==> src/rtl/debouncer_pkg.sv <==
// Shared types and elaboration-time helpers for the multi-key debouncer.
package debouncer_pkg;

  typedef enum logic [1:0] {
    KEY_RELEASED = 2'd0,
    KEY_PRESSED  = 2'd1,
    KEY_HELD     = 2'd2
  } key_fsm_t;

  // Rounds up so that a non-integral cycle count never shortens the required time.
  function automatic longint unsigned calc_cycles(input longint unsigned time_val,
                                                  input longint unsigned freq_mhz,
                                                  input longint unsigned div);
    if (div == 64'd0) begin
      return 64'd0;
    end else begin
      return (time_val * freq_mhz + div - 64'd1) / div;
    end
  endfunction

  function automatic int clog2_min1(input longint unsigned value);
    int res;
    res = 0;
    for (int i = 0; i < 63; i++) begin
      if ((64'd1 << i) < value) begin
        res = i + 1;
      end else begin
        res = res;
      end
    end
    return (res < 1) ? 1 : res;
  endfunction

endpackage

==> src/rtl/debounce_channel.sv <==
// One key channel: 3-flop synchroniser, glitch filter, long-press counter and FSM.
module debounce_channel
  import debouncer_pkg::*;
#(
  parameter int unsigned GLITCH_TIME_NS = 10000,
  parameter int unsigned CLK_FREQ_MHZ   = 150,
  parameter int unsigned ACTIVE_LOW     = 0,
  parameter int unsigned LONG_PRESS_US  = 500000
) (
  input  logic clk_i,
  input  logic rst_n_i,
  input  logic key_i,
  output logic key_state_o,
  output logic key_pressed_stb_o,
  output logic key_released_stb_o,
  output logic key_long_stb_o
);

  localparam longint unsigned G_RAW = calc_cycles(64'(GLITCH_TIME_NS), 64'(CLK_FREQ_MHZ), 64'd1000);
  localparam longint unsigned G     = (G_RAW < 64'd1) ? 64'd1 : G_RAW;
  localparam longint unsigned L     = calc_cycles(64'(LONG_PRESS_US), 64'(CLK_FREQ_MHZ), 64'd1);
  localparam int DB_CNT_W = clog2_min1(G + 64'd1);
  localparam int LP_CNT_W = clog2_min1(L + 64'd1);
  localparam logic [DB_CNT_W-1:0] G_LAST = DB_CNT_W'(G - 64'd1);
  localparam logic [LP_CNT_W-1:0] L_LAST = (L > 64'd0) ? LP_CNT_W'(L - 64'd1) : {LP_CNT_W{1'b0}};
  localparam logic [LP_CNT_W-1:0] LP_MAX = {LP_CNT_W{1'b1}};
  localparam logic IDLE_LVL = (ACTIVE_LOW != 0);
  localparam bit   LONG_EN  = (L > 64'd0);

  logic [2:0]          key_d_r;
  logic [DB_CNT_W-1:0] db_cnt_r, db_cnt_nxt_s;
  logic [LP_CNT_W-1:0] lp_cnt_r, lp_cnt_nxt_s;
  key_fsm_t            fsm_r, fsm_nxt_s;
  logic state_nxt_s, press_nxt_s, release_nxt_s, long_nxt_s;
  logic sample_s, accept_s, press_acc_s, release_acc_s;

  assign sample_s      = key_d_r[2] ^ IDLE_LVL;
  assign accept_s      = (sample_s != key_state_o) && (db_cnt_r == G_LAST);
  assign press_acc_s   = accept_s & sample_s;
  assign release_acc_s = accept_s & ~sample_s;

  // Synchroniser resets to the idle raw level so reset cannot look like a press.
  always_ff @(posedge clk_i or negedge rst_n_i) begin
    if (!rst_n_i) begin
      key_d_r <= {3{IDLE_LVL}};
    end else begin
      key_d_r <= {key_d_r[1:0], key_i};
    end
  end

  // Next-state logic for the glitch filter, long counter and key FSM.
  always_comb begin
    db_cnt_nxt_s  = db_cnt_r;
    lp_cnt_nxt_s  = lp_cnt_r;
    fsm_nxt_s     = fsm_r;
    state_nxt_s   = key_state_o;
    press_nxt_s   = 1'b0;
    release_nxt_s = 1'b0;
    long_nxt_s    = 1'b0;
    if (sample_s == key_state_o) begin
      db_cnt_nxt_s = {DB_CNT_W{1'b0}};
    end else if (db_cnt_r == G_LAST) begin
      state_nxt_s  = sample_s;
      db_cnt_nxt_s = {DB_CNT_W{1'b0}};
    end else begin
      db_cnt_nxt_s = db_cnt_r + {{(DB_CNT_W-1){1'b0}}, 1'b1};
    end
    case (fsm_r)
      KEY_RELEASED: begin
        lp_cnt_nxt_s = {LP_CNT_W{1'b0}};
        if (press_acc_s) begin
          fsm_nxt_s   = KEY_PRESSED;
          press_nxt_s = 1'b1;
        end else begin
          fsm_nxt_s = KEY_RELEASED;
        end
      end
      KEY_PRESSED: begin
        if (release_acc_s) begin
          fsm_nxt_s     = KEY_RELEASED;
          release_nxt_s = 1'b1;
          lp_cnt_nxt_s  = {LP_CNT_W{1'b0}};
        end else if (LONG_EN && (lp_cnt_r == L_LAST)) begin
          fsm_nxt_s  = KEY_HELD;
          long_nxt_s = 1'b1;
        end else if (lp_cnt_r != LP_MAX) begin
          lp_cnt_nxt_s = lp_cnt_r + {{(LP_CNT_W-1){1'b0}}, 1'b1};
        end else begin
          lp_cnt_nxt_s = lp_cnt_r;
        end
      end
      KEY_HELD: begin
        if (release_acc_s) begin
          fsm_nxt_s     = KEY_RELEASED;
          release_nxt_s = 1'b1;
          lp_cnt_nxt_s  = {LP_CNT_W{1'b0}};
        end else begin
          fsm_nxt_s = KEY_HELD;
        end
      end
      default: begin
        fsm_nxt_s    = KEY_RELEASED;
        lp_cnt_nxt_s = {LP_CNT_W{1'b0}};
      end
    endcase
  end

  // State, counter and registered output update.
  always_ff @(posedge clk_i or negedge rst_n_i) begin
    if (!rst_n_i) begin
      db_cnt_r           <= {DB_CNT_W{1'b0}};
      lp_cnt_r           <= {LP_CNT_W{1'b0}};
      fsm_r              <= KEY_RELEASED;
      key_state_o        <= 1'b0;
      key_pressed_stb_o  <= 1'b0;
      key_released_stb_o <= 1'b0;
      key_long_stb_o     <= 1'b0;
    end else begin
      db_cnt_r           <= db_cnt_nxt_s;
      lp_cnt_r           <= lp_cnt_nxt_s;
      fsm_r              <= fsm_nxt_s;
      key_state_o        <= state_nxt_s;
      key_pressed_stb_o  <= press_nxt_s;
      key_released_stb_o <= release_nxt_s;
      key_long_stb_o     <= long_nxt_s;
    end
  end

endmodule

==> src/rtl/multi_key_debouncer.sv <==
// NUM_KEYS independent debounce channels sharing one clock and reset.
module multi_key_debouncer
  import debouncer_pkg::*;
#(
  parameter int unsigned NUM_KEYS       = 4,
  parameter int unsigned GLITCH_TIME_NS = 10000,
  parameter int unsigned CLK_FREQ_MHZ   = 150,
  parameter int unsigned ACTIVE_LOW     = 0,
  parameter int unsigned LONG_PRESS_US  = 500000
) (
  input  logic                clk_i,
  input  logic                rst_n_i,
  input  logic [NUM_KEYS-1:0] key_i,
  output logic [NUM_KEYS-1:0] key_state_o,
  output logic [NUM_KEYS-1:0] key_pressed_stb_o,
  output logic [NUM_KEYS-1:0] key_released_stb_o,
  output logic [NUM_KEYS-1:0] key_long_stb_o
);

  for (genvar k = 0; k < NUM_KEYS; k++) begin : g_ch
    debounce_channel #(
      .GLITCH_TIME_NS(GLITCH_TIME_NS),
      .CLK_FREQ_MHZ  (CLK_FREQ_MHZ),
      .ACTIVE_LOW    (ACTIVE_LOW),
      .LONG_PRESS_US (LONG_PRESS_US)
    ) u_ch (
      .clk_i             (clk_i),
      .rst_n_i           (rst_n_i),
      .key_i             (key_i[k]),
      .key_state_o       (key_state_o[k]),
      .key_pressed_stb_o (key_pressed_stb_o[k]),
      .key_released_stb_o(key_released_stb_o[k]),
      .key_long_stb_o    (key_long_stb_o[k])
    );
  end

endmodule

==> config.mk <==
export PLATFORM = sky130hd
export DESIGN_NAME = multi_key_debouncer
export DESIGN_NICKNAME = d
export VERILOG_FILES = /design/src/rtl/debouncer_pkg.sv /design/src/rtl/debounce_channel.sv /design/src/rtl/multi_key_debouncer.sv
export SDC_FILE = /design/constraint.sdc
export NUM_CORES = 1
export LEC_CHECK = 0
export CELL_PAD_IN_SITES_DETAIL_PLACEMENT = 0
export CELL_PAD_IN_SITES_GLOBAL_PLACEMENT = 1
export CORE_MARGIN = 4
export CORE_UTILIZATION = 46
export DETAILED_ROUTE_END_ITERATION = 8
export DONT_BUFFER_PORTS = 1
export PLACE_DENSITY = 0.8
export SKIP_LAST_GASP = 1
export SLEW_MARGIN = 20
export SYNTH_ARGS = -nofsm -noshare
export SYNTH_HDL_FRONTEND = slang
export SYNTH_SLANG_ARGS = --single-unit
export TNS_END_PERCENT = 30
==> constraint.sdc <==
create_clock -name clk_i -period 2 [get_ports clk_i]
set_input_delay 0.5 -clock clk_i [delete_from_list [all_inputs] [get_ports clk_i]]
set_output_delay 0.5 -clock clk_i [all_outputs]
set_load 0.05 [all_outputs]
==> results.py, run 1 <==
metrics = {
    "setup_path": {
        "crit_path_end_kind": "register",
        "crit_path_end": "g_ch[1].u_ch.lp_cnt_r[14]",
        "critPathLaunch": "g_ch[1].u_ch.lp_cnt_r[0]",
        "timing.rr.start": "g_ch[1].u_ch.lp_cnt_r[0]",
        "cp.required_ns": 2.37,
        "crit_type": "reg -> reg",
        "r2r_cells": 7,
        "critPathMaxFanout": 5,
        "worstPathArrival_ns": 2.51,
        "ff2ff_setup_slack_ns": -0.15,
        "startpoint_type": "register",
        "reg2reg_to": "g_ch[1].u_ch.lp_cnt_r[14]",
    },
    "cts": {
        "clkSinkCount": 188,
        "clk-insertion-delay-late_ns": 0.44,
        "cts_htree_levels": 4,
        "cts_root_buf": "clkbuf_16",
        "cts-buffers-inserted": 17,
        "cts_tree": "yes",
        "clk_pin_slew_ns": 0.08,
        "cts_buffer_depth": 2,
    },
    "die": {
        "initial_core_util": 0.4742,
        "io_pins": 22,
        "coreArea_um2": 22090,
        "dieHeight_um": 158.9,
        "fp.dieArea_um2": 25250,
        "chipWidth_um": 158.9,
        "num_rows": 54,
    },
    "synthesis": {
        "ys_seq_elements": 188,
        "yosys-mux-area-fraction": 0.02747,
        "synth-edff-count": 0,
        "synth_xor_area_frac": 0.03344,
        "syn_avg_cell_area_um2": 9.345,
        "syn_inst": 1121,
        "yosys.area_share.simple": 0.2876,
        "synth_adder_area_share": 0.03344,
        "synth_area_um2": 10480,
        "async_flop_share": 1.000,
        "synth_top_family_by_area": "simple AND/OR/NAND/NOR gates",
        "synth_warnings": 0,
        "synth_compound_area_frac": 0.1285,
        "synth_cell_types": 74,
        "yosysSeqAreaShare": 0.4491,
        "syn_nets": 1155,
        "synthFlopType": "dfrtp_1",
    },
    "global_routing": {
        "grt_pass1_wl_mm": 44.47,
        "antenna_found_initial": 0,
        "grt_usage": 0.2074,
        "grt_util_met3": 0.04173,
        "grt_pass1_vias": 9162,
        "grt.busiest_layer": "met2",
        "gr-total-overflow": 0,
        "grt_use_met2": 0.3361,
        "globalRouteMet1Util": 0.2882,
        "grt_max_degree": 189,
    },
    "route": {
        "route.detailed.drc": 0,
        "vias_per_cell": 5.796,
        "final_antenna_net_count": 0,
        "num_vias": 9396,
        "wl_per_cell_um": 16.44,
        "wirelength_mm": 26.65,
        "drt_pass1_iterations": 5,
        "drt_iter0_drc": 569,
    },
    "finish": {
        "layout_common_cells": "buf_4 (232), dfrtp_1 (183), nand2_1 (118), nor2_1 (94), nand3_1 (89)",
        "nets": 1362,
        "final_common_cell": "buf_4",
        "synthToLayoutAreaGrowth_pct": 28.41,
        "diodes": 0,
        "num-fill-cells": 1846,
        "drive_gt1_frac": 0.3013,
        "postLayoutCoreUtil": 0.6089,
    },
    "placement": {
        "dp_worst_setup_slack_ns": -0.1605,
        "dp_hpwl_mm": 18.06,
        "io_buffers": 0,
        "gp_congestion": 0.8510,
    },
    "timing": {
        "drv_slew": 0,
        "worst_hold_slack_ns": -0.2565,
        "hold_violations": 188,
        "max_slew_margin": 0.6849,
        "fin_skew_ns": 0.01240,
        "period_share": 1.074,
        "worst_pin_slew_ns": 0.4729,
        "worst_slack_ns": -0.1473,
        "post-route-min-period_ns": 2.147,
        "max_freq_mhz": 465.7,
        "rsz0062_at_grt": "true",
        "setup_tns_ns": -2.322,
        "setup_viol": 50,
    },
    "power_and_ir_drop": {
        "power_density_nw_per_um2": 539.9,
        "ir_worst_vdd_v": 0.0005437,
        "power_leakage_nw": 5.927,
    },
    "job": {
        "maxCapViolations": 0,
    },
    "run_status": {
        "violations": "hold timing, setup timing",
        "outcome": "finished with violations",
    },
    "min_path": {
        "hold_path.class": "in -> async",
    },
}
## state kept, by name (all words and copies together), names as in the netlist
name and flops:
g_ch.u_ch.lp_cnt_r 108, g_ch.u_ch.key_state_o 4, g_ch.u_ch.key_long_stb_o 4, g_ch.u_ch.db_cnt_r 44
g_ch.u_ch.key_d_r 12, g_ch.u_ch.key_pressed_stb_o 4, g_ch.u_ch.fsm_r 8, g_ch.u_ch.key_released_stb_o 4
## critical path, cell delays in order (launching register included)
cell      delay, ns
dfrtp_1        0.42
ha_2           0.20
and3b_1        0.19
nand4_1        0.17
buf_4          0.14
a2bb2o_4       0.24
or4_4          0.53
a31oi_4        0.18
## kinds of logic after synthesis
group | count (synthesis)
xor gates and xnor gates | 40
AOI/OAI and AO/OA | 191
and+or+nand+nor | 561
DFF | 188
buffers and inverters | 85
adders and majority gates | 28
muxes | 28
## power by group
| group | internal (mW) | switching [mW] | total, mW |
|---|---|---|---|
| registers | 3.83 | 0.0225 | 3.85 |
| logic | 0.0410 | 0.0406 | 0.0817 |
| clock network | 1.66 | 1.67 | 3.33 |
## through the flow
stage	std cells	cell area (um^2)	power [mW]
after floorplan	1121	10580	3.973
after global placement	1568	12350	4.006
after detailed placement	1568	12350	4.011
after CTS	1610	13110	7.350
after global routing	1621	13450	7.534
final	1621	13450	7.263
## layer usage
layer | share of wire | up-vias
met5 | 0 | -
li1 | - | 4549
met1 | 0.47 | 4646
met3 | 0.033 | 39
met4 | 0.015 | 0
met2 | 0.48 | 162
## repair_timing
action,CTS,global route
gates cloned,4,1
hold endpoints to repair,188,188
setup endpoints to repair,67,112
pin swaps,27,26
setup buffers,6,10
resized for setup,29,57
## Yosys cell counts, types with 8 or more instances
library cell | count | area (um^2)
or2_2 | 22 | 137.6
and3_1 | 27 | 168.9
nor2_1 | 97 | 364.1
ha_1 | 28 | 350.3
a21oi_1 | 35 | 175.2
or4_1 | 14 | 105.1
and4_1 | 11 | 96.34
nand2_1 | 123 | 461.7
buf_4 | 16 | 120.1
nor4b_1 | 8 | 70.07
nand4_1 | 47 | 294.0
nand3_1 | 98 | 490.5
a22o_1 | 8 | 70.07
inv_1 | 22 | 82.58
buf_2 | 15 | 75.07
xor2_1 | 22 | 192.7
mux2i_1 | 22 | 220.2
nor3_1 | 28 | 140.1
o211ai_1 | 35 | 262.8
clkbuf_1 | 27 | 101.4
nor4_1 | 20 | 125.1
dfrtp_1 | 188 | 4705
o21ai_0 | 30 | 150.1
and2_1 | 10 | 62.56
o31ai_1 | 24 | 180.2
a21o_1 | 9 | 67.56
a31oi_1 | 11 | 68.82
xnor2_1 | 18 | 157.7
## cell type report
type / instances / area, um^2 / area share
multi-input combinational: 850 / 5762 / 0.4283
sequential: 188 / 4711 / 0.3502
inverter: 23 / 86.33 / 0.006417
clock buffer: 17 / 425.4 / 0.03162
timing repair buffer: 248 / 1971 / 0.1465
tap: 280 / 350.3 / 0.02604
clock inverter: 15 / 147.6 / 0.01097
## worst min-delay path by stage
stage,startpoint,to,slack (ns),cells past startpoint
after floorplan,rst_n_i,g_ch[0].u_ch.db_cnt_r[0],0.20,0
after detailed placement,rst_n_i,g_ch[2].u_ch.db_cnt_r[0],0.21,0
after CTS,rst_n_i,g_ch[2].u_ch.db_cnt_r[3],-0.27,0
after global routing,rst_n_i,g_ch[2].u_ch.db_cnt_r[0],-0.28,0
after global placement,rst_n_i,g_ch[2].u_ch.db_cnt_r[0],0.21,0
final,rst_n_i,g_ch[2].u_ch.db_cnt_r[0],-0.26,0
(Power assumes the default switching activity.)
==> run 2, diff against run 1 <==
--- a/config.mk
+++ b/config.mk
@@ -5,6 +5,7 @@
 export SDC_FILE = /design/constraint.sdc
 export NUM_CORES = 1
 export LEC_CHECK = 0
+export CAP_MARGIN = 25
 export CELL_PAD_IN_SITES_DETAIL_PLACEMENT = 0
 export CELL_PAD_IN_SITES_GLOBAL_PLACEMENT = 1
 export CORE_MARGIN = 4
@@ -17,4 +18,3 @@
 export SYNTH_ARGS = -nofsm -noshare
 export SYNTH_HDL_FRONTEND = slang
 export SYNTH_SLANG_ARGS = --single-unit
-export TNS_END_PERCENT = 30
==> run 2 against run 1 <==
Net effect:
- the run still ends with hold timing, setup timing left
- clock power down 2%
- utilization up 5.1 points
- global-route usage up 0.062 points
- final area up 8.4%
==> results.py, run 2 (same netlist as run 1, synthesis figures left out) <==
metrics = {
    "placement": {
        "dp_worst_setup_slack_ns": -0.1015,
        "placed_area_um2": 12380,
        "gp_congestion": 0.8562,
        "dp_hpwl_mm": 17.55,
        "io_buffers": 0,
        "dp.cells": 1571,
    },
    "die": {
        "chipWidth_um": 158.9,
        "fp.dieArea_um2": 25250,
        "io_pins": 22,
        "dieHeight_um": 158.9,
        "num_rows": 54,
        "initial_core_util": 0.4742,
        "coreArea_um2": 22090,
    },
    "setup_path": {
        "critPathLaunch": "g_ch[1].u_ch.lp_cnt_r[0]",
        "cp_top_family": "simple AND/OR/NAND/NOR gates",
        "slowest_stage": "o41a_1",
        "critPathMaxStageDelay_ns": 0.46,
        "crit_path_end_kind": "register",
        "cp.required_ns": 2.36,
        "worstPathCellList": "ha_2 > nand3_4 > nor4b_4 > buf_4 > nand4_1 > o41a_1 > a21oi_1",
        "startpoint_type": "register",
        "critPathBufInv": 1,
        "crit_type": "reg -> reg",
        "critPathMaxFanout": 4,
        "worstPathArrival_ns": 2.51,
        "timing.rr.start": "g_ch[1].u_ch.lp_cnt_r[0]",
    },
    "finish": {
        "largest_register": "g_ch.u_ch.lp_cnt_r",
        "fin_cells": 1669,
        "nets": 1410,
        "layout_common_cells": "buf_4 (251), dfrtp_1 (175), nand2_1 (107), nor2_1 (88), nand3_1 (83)",
        "drive_gt1_frac": 0.3916,
        "reg_top3": "g_ch.u_ch.lp_cnt_r: 108 flops, g_ch.u_ch.db_cnt_r: 44 flops, g_ch.u_ch.key_d_r: 12 flops",
        "synthToLayoutAreaGrowth_pct": 39.20,
        "largest_reg_flops": 108,
        "num-fill-cells": 1695,
        "postLayoutCoreUtil": 0.6600,
        "final_common_cell": "buf_4",
        "final_area_um2": 14580,
        "diodes": 0,
    },
    "power_and_ir_drop": {
        "ir_worst_vdd_v": 0.0005142,
        "p_sw_mw": 1.656,
        "p_seq_frac": 0.535,
        "power_leakage_nw": 6.351,
        "pwr-share-comb": 0.014,
        "power_density_nw_per_um2": 493.7,
        "finalPower_mw": 7.199,
        "clkPwrFrac": 0.451,
        "p_int_mw": 5.543,
        "sw_frac_of_total": 0.2300,
    },
    "timing": {
        "max_freq_mhz": 465.9,
        "drv_slew": 0,
        "period_share": 1.073,
        "post-route-min-period_ns": 2.146,
        "worst_pin_slew_ns": 0.6624,
        "worst_slack_ns": -0.1462,
        "setup_viol": 66,
        "setup_tns_ns": -4.759,
        "rsz0062_at_grt": "true",
        "hold_violations": 188,
        "max_slew_margin": 0.5547,
        "fin_skew_ns": 0.01578,
        "worst_hold_slack_ns": -0.2401,
    },
    "route": {
        "drt_iter0_drc": 736,
        "drt_pass1_iterations": 6,
        "wl_per_cell_um": 17.29,
        "route.detailed.drc": 0,
        "num_vias": 9734,
        "vias_per_cell": 5.832,
        "wirelength_mm": 28.85,
        "final_antenna_net_count": 0,
    },
    "global_routing": {
        "grt.busiest_layer": "met2",
        "grt_util_met3": 0.03084,
        "antenna_found_initial": 0,
        "grt_pass1_vias": 9369,
        "globalRouteMet1Util": 0.2872,
        "grt_max_degree": 189,
        "grt_pass1_wl_mm": 45.08,
        "grt_usage": 0.2080,
        "grt_use_met2": 0.3458,
        "gr-total-overflow": 0,
    },
    "cts": {
        "cts_buffer_depth": 2,
        "cts_root_buf": "clkbuf_16",
        "cts_htree_levels": 4,
        "clk-insertion-delay-late_ns": 0.44,
        "clkSinkCount": 188,
        "cts-buffers-inserted": 17,
        "cts_tree": "yes",
        "clk_pin_slew_ns": 0.08,
    },
    "min_path": {
        "hold_path.class": "in -> async",
    },
    "run_status": {
        "violations": "hold timing, setup timing",
        "outcome": "finished with violations",
    },
    "job": {
        "maxCapViolations": 0,
    },
}
-- run 2: power by group through the flow --
stage	clock network (mW)	logic (mW)	registers, mW
6_report	3.25	0.104	3.85
5_1_grt	3.52	0.118	3.85
4_1_cts	3.30	0.0979	3.85
3_5_place_dp	0	0.0970	3.92
3_3_place_gp	0	0.0949	3.92
2_1_floorplan	0	0.0466	3.93
-- run 2: final cells by class --
class | instances | area, um^2 | area share
clock inverter | 13 | 107.6 | 0.007379
timing repair buffer | 297 | 2554 | 0.1751
tap | 280 | 350.3 | 0.02402
clock buffer | 19 | 442.9 | 0.03037
multi-input combinational | 849 | 6321 | 0.4335
inverter | 23 | 86.33 | 0.005920
sequential | 188 | 4721 | 0.3237
-- run 2: layer usage --
| layer | vias to the layer above | share of wire |
|---|---|---|
| li1 | 4656 | - |
| met1 | 4788 | 0.45 |
| met2 | 244 | 0.50 |
| met3 | 46 | 0.036 |
| met4 | 0 | 0.017 |
| met5 | - | 0 |
-- run 2: timing repair --
action,CTS,global route
resized for setup,51,198
endpoints found under the setup margin,85,121
pin swaps,20,102
endpoints found under the hold margin,188,188
cloned,1,9
buffers inserted,15,42
-- run 2: worst paths after layout --
kind,end,slack [ns],cells after the start
min in group clk_i,g_ch[1].u_ch.key_d_r[0],0.08,0
worst max register to register,g_ch[1].u_ch.lp_cnt_r[24],-0.15,7
max in group asynchronous,g_ch[2].u_ch.lp_cnt_r[6],1.81,0
worst min-delay path,g_ch[2].u_ch.key_released_stb_o,-0.24,0
worst max-delay path,g_ch[1].u_ch.lp_cnt_r[24],-0.15,7
worst min register to register,g_ch[0].u_ch.key_d_r[1],0.35,0
==> run 3, diff against run 2 <==
--- a/config.mk
+++ b/config.mk
@@ -5,6 +5,7 @@
 export SDC_FILE = /design/constraint.sdc
 export NUM_CORES = 1
 export LEC_CHECK = 0
+export ABC_AREA = 0
 export CAP_MARGIN = 25
 export CELL_PAD_IN_SITES_DETAIL_PLACEMENT = 0
 export CELL_PAD_IN_SITES_GLOBAL_PLACEMENT = 1
@@ -18,3 +19,4 @@
 export SYNTH_ARGS = -nofsm -noshare
 export SYNTH_HDL_FRONTEND = slang
 export SYNTH_SLANG_ARGS = --single-unit
+export TNS_END_PERCENT = 30
==> results of run 3 <==
No change in the layout: final DEF, timing and power equal those of run 1.
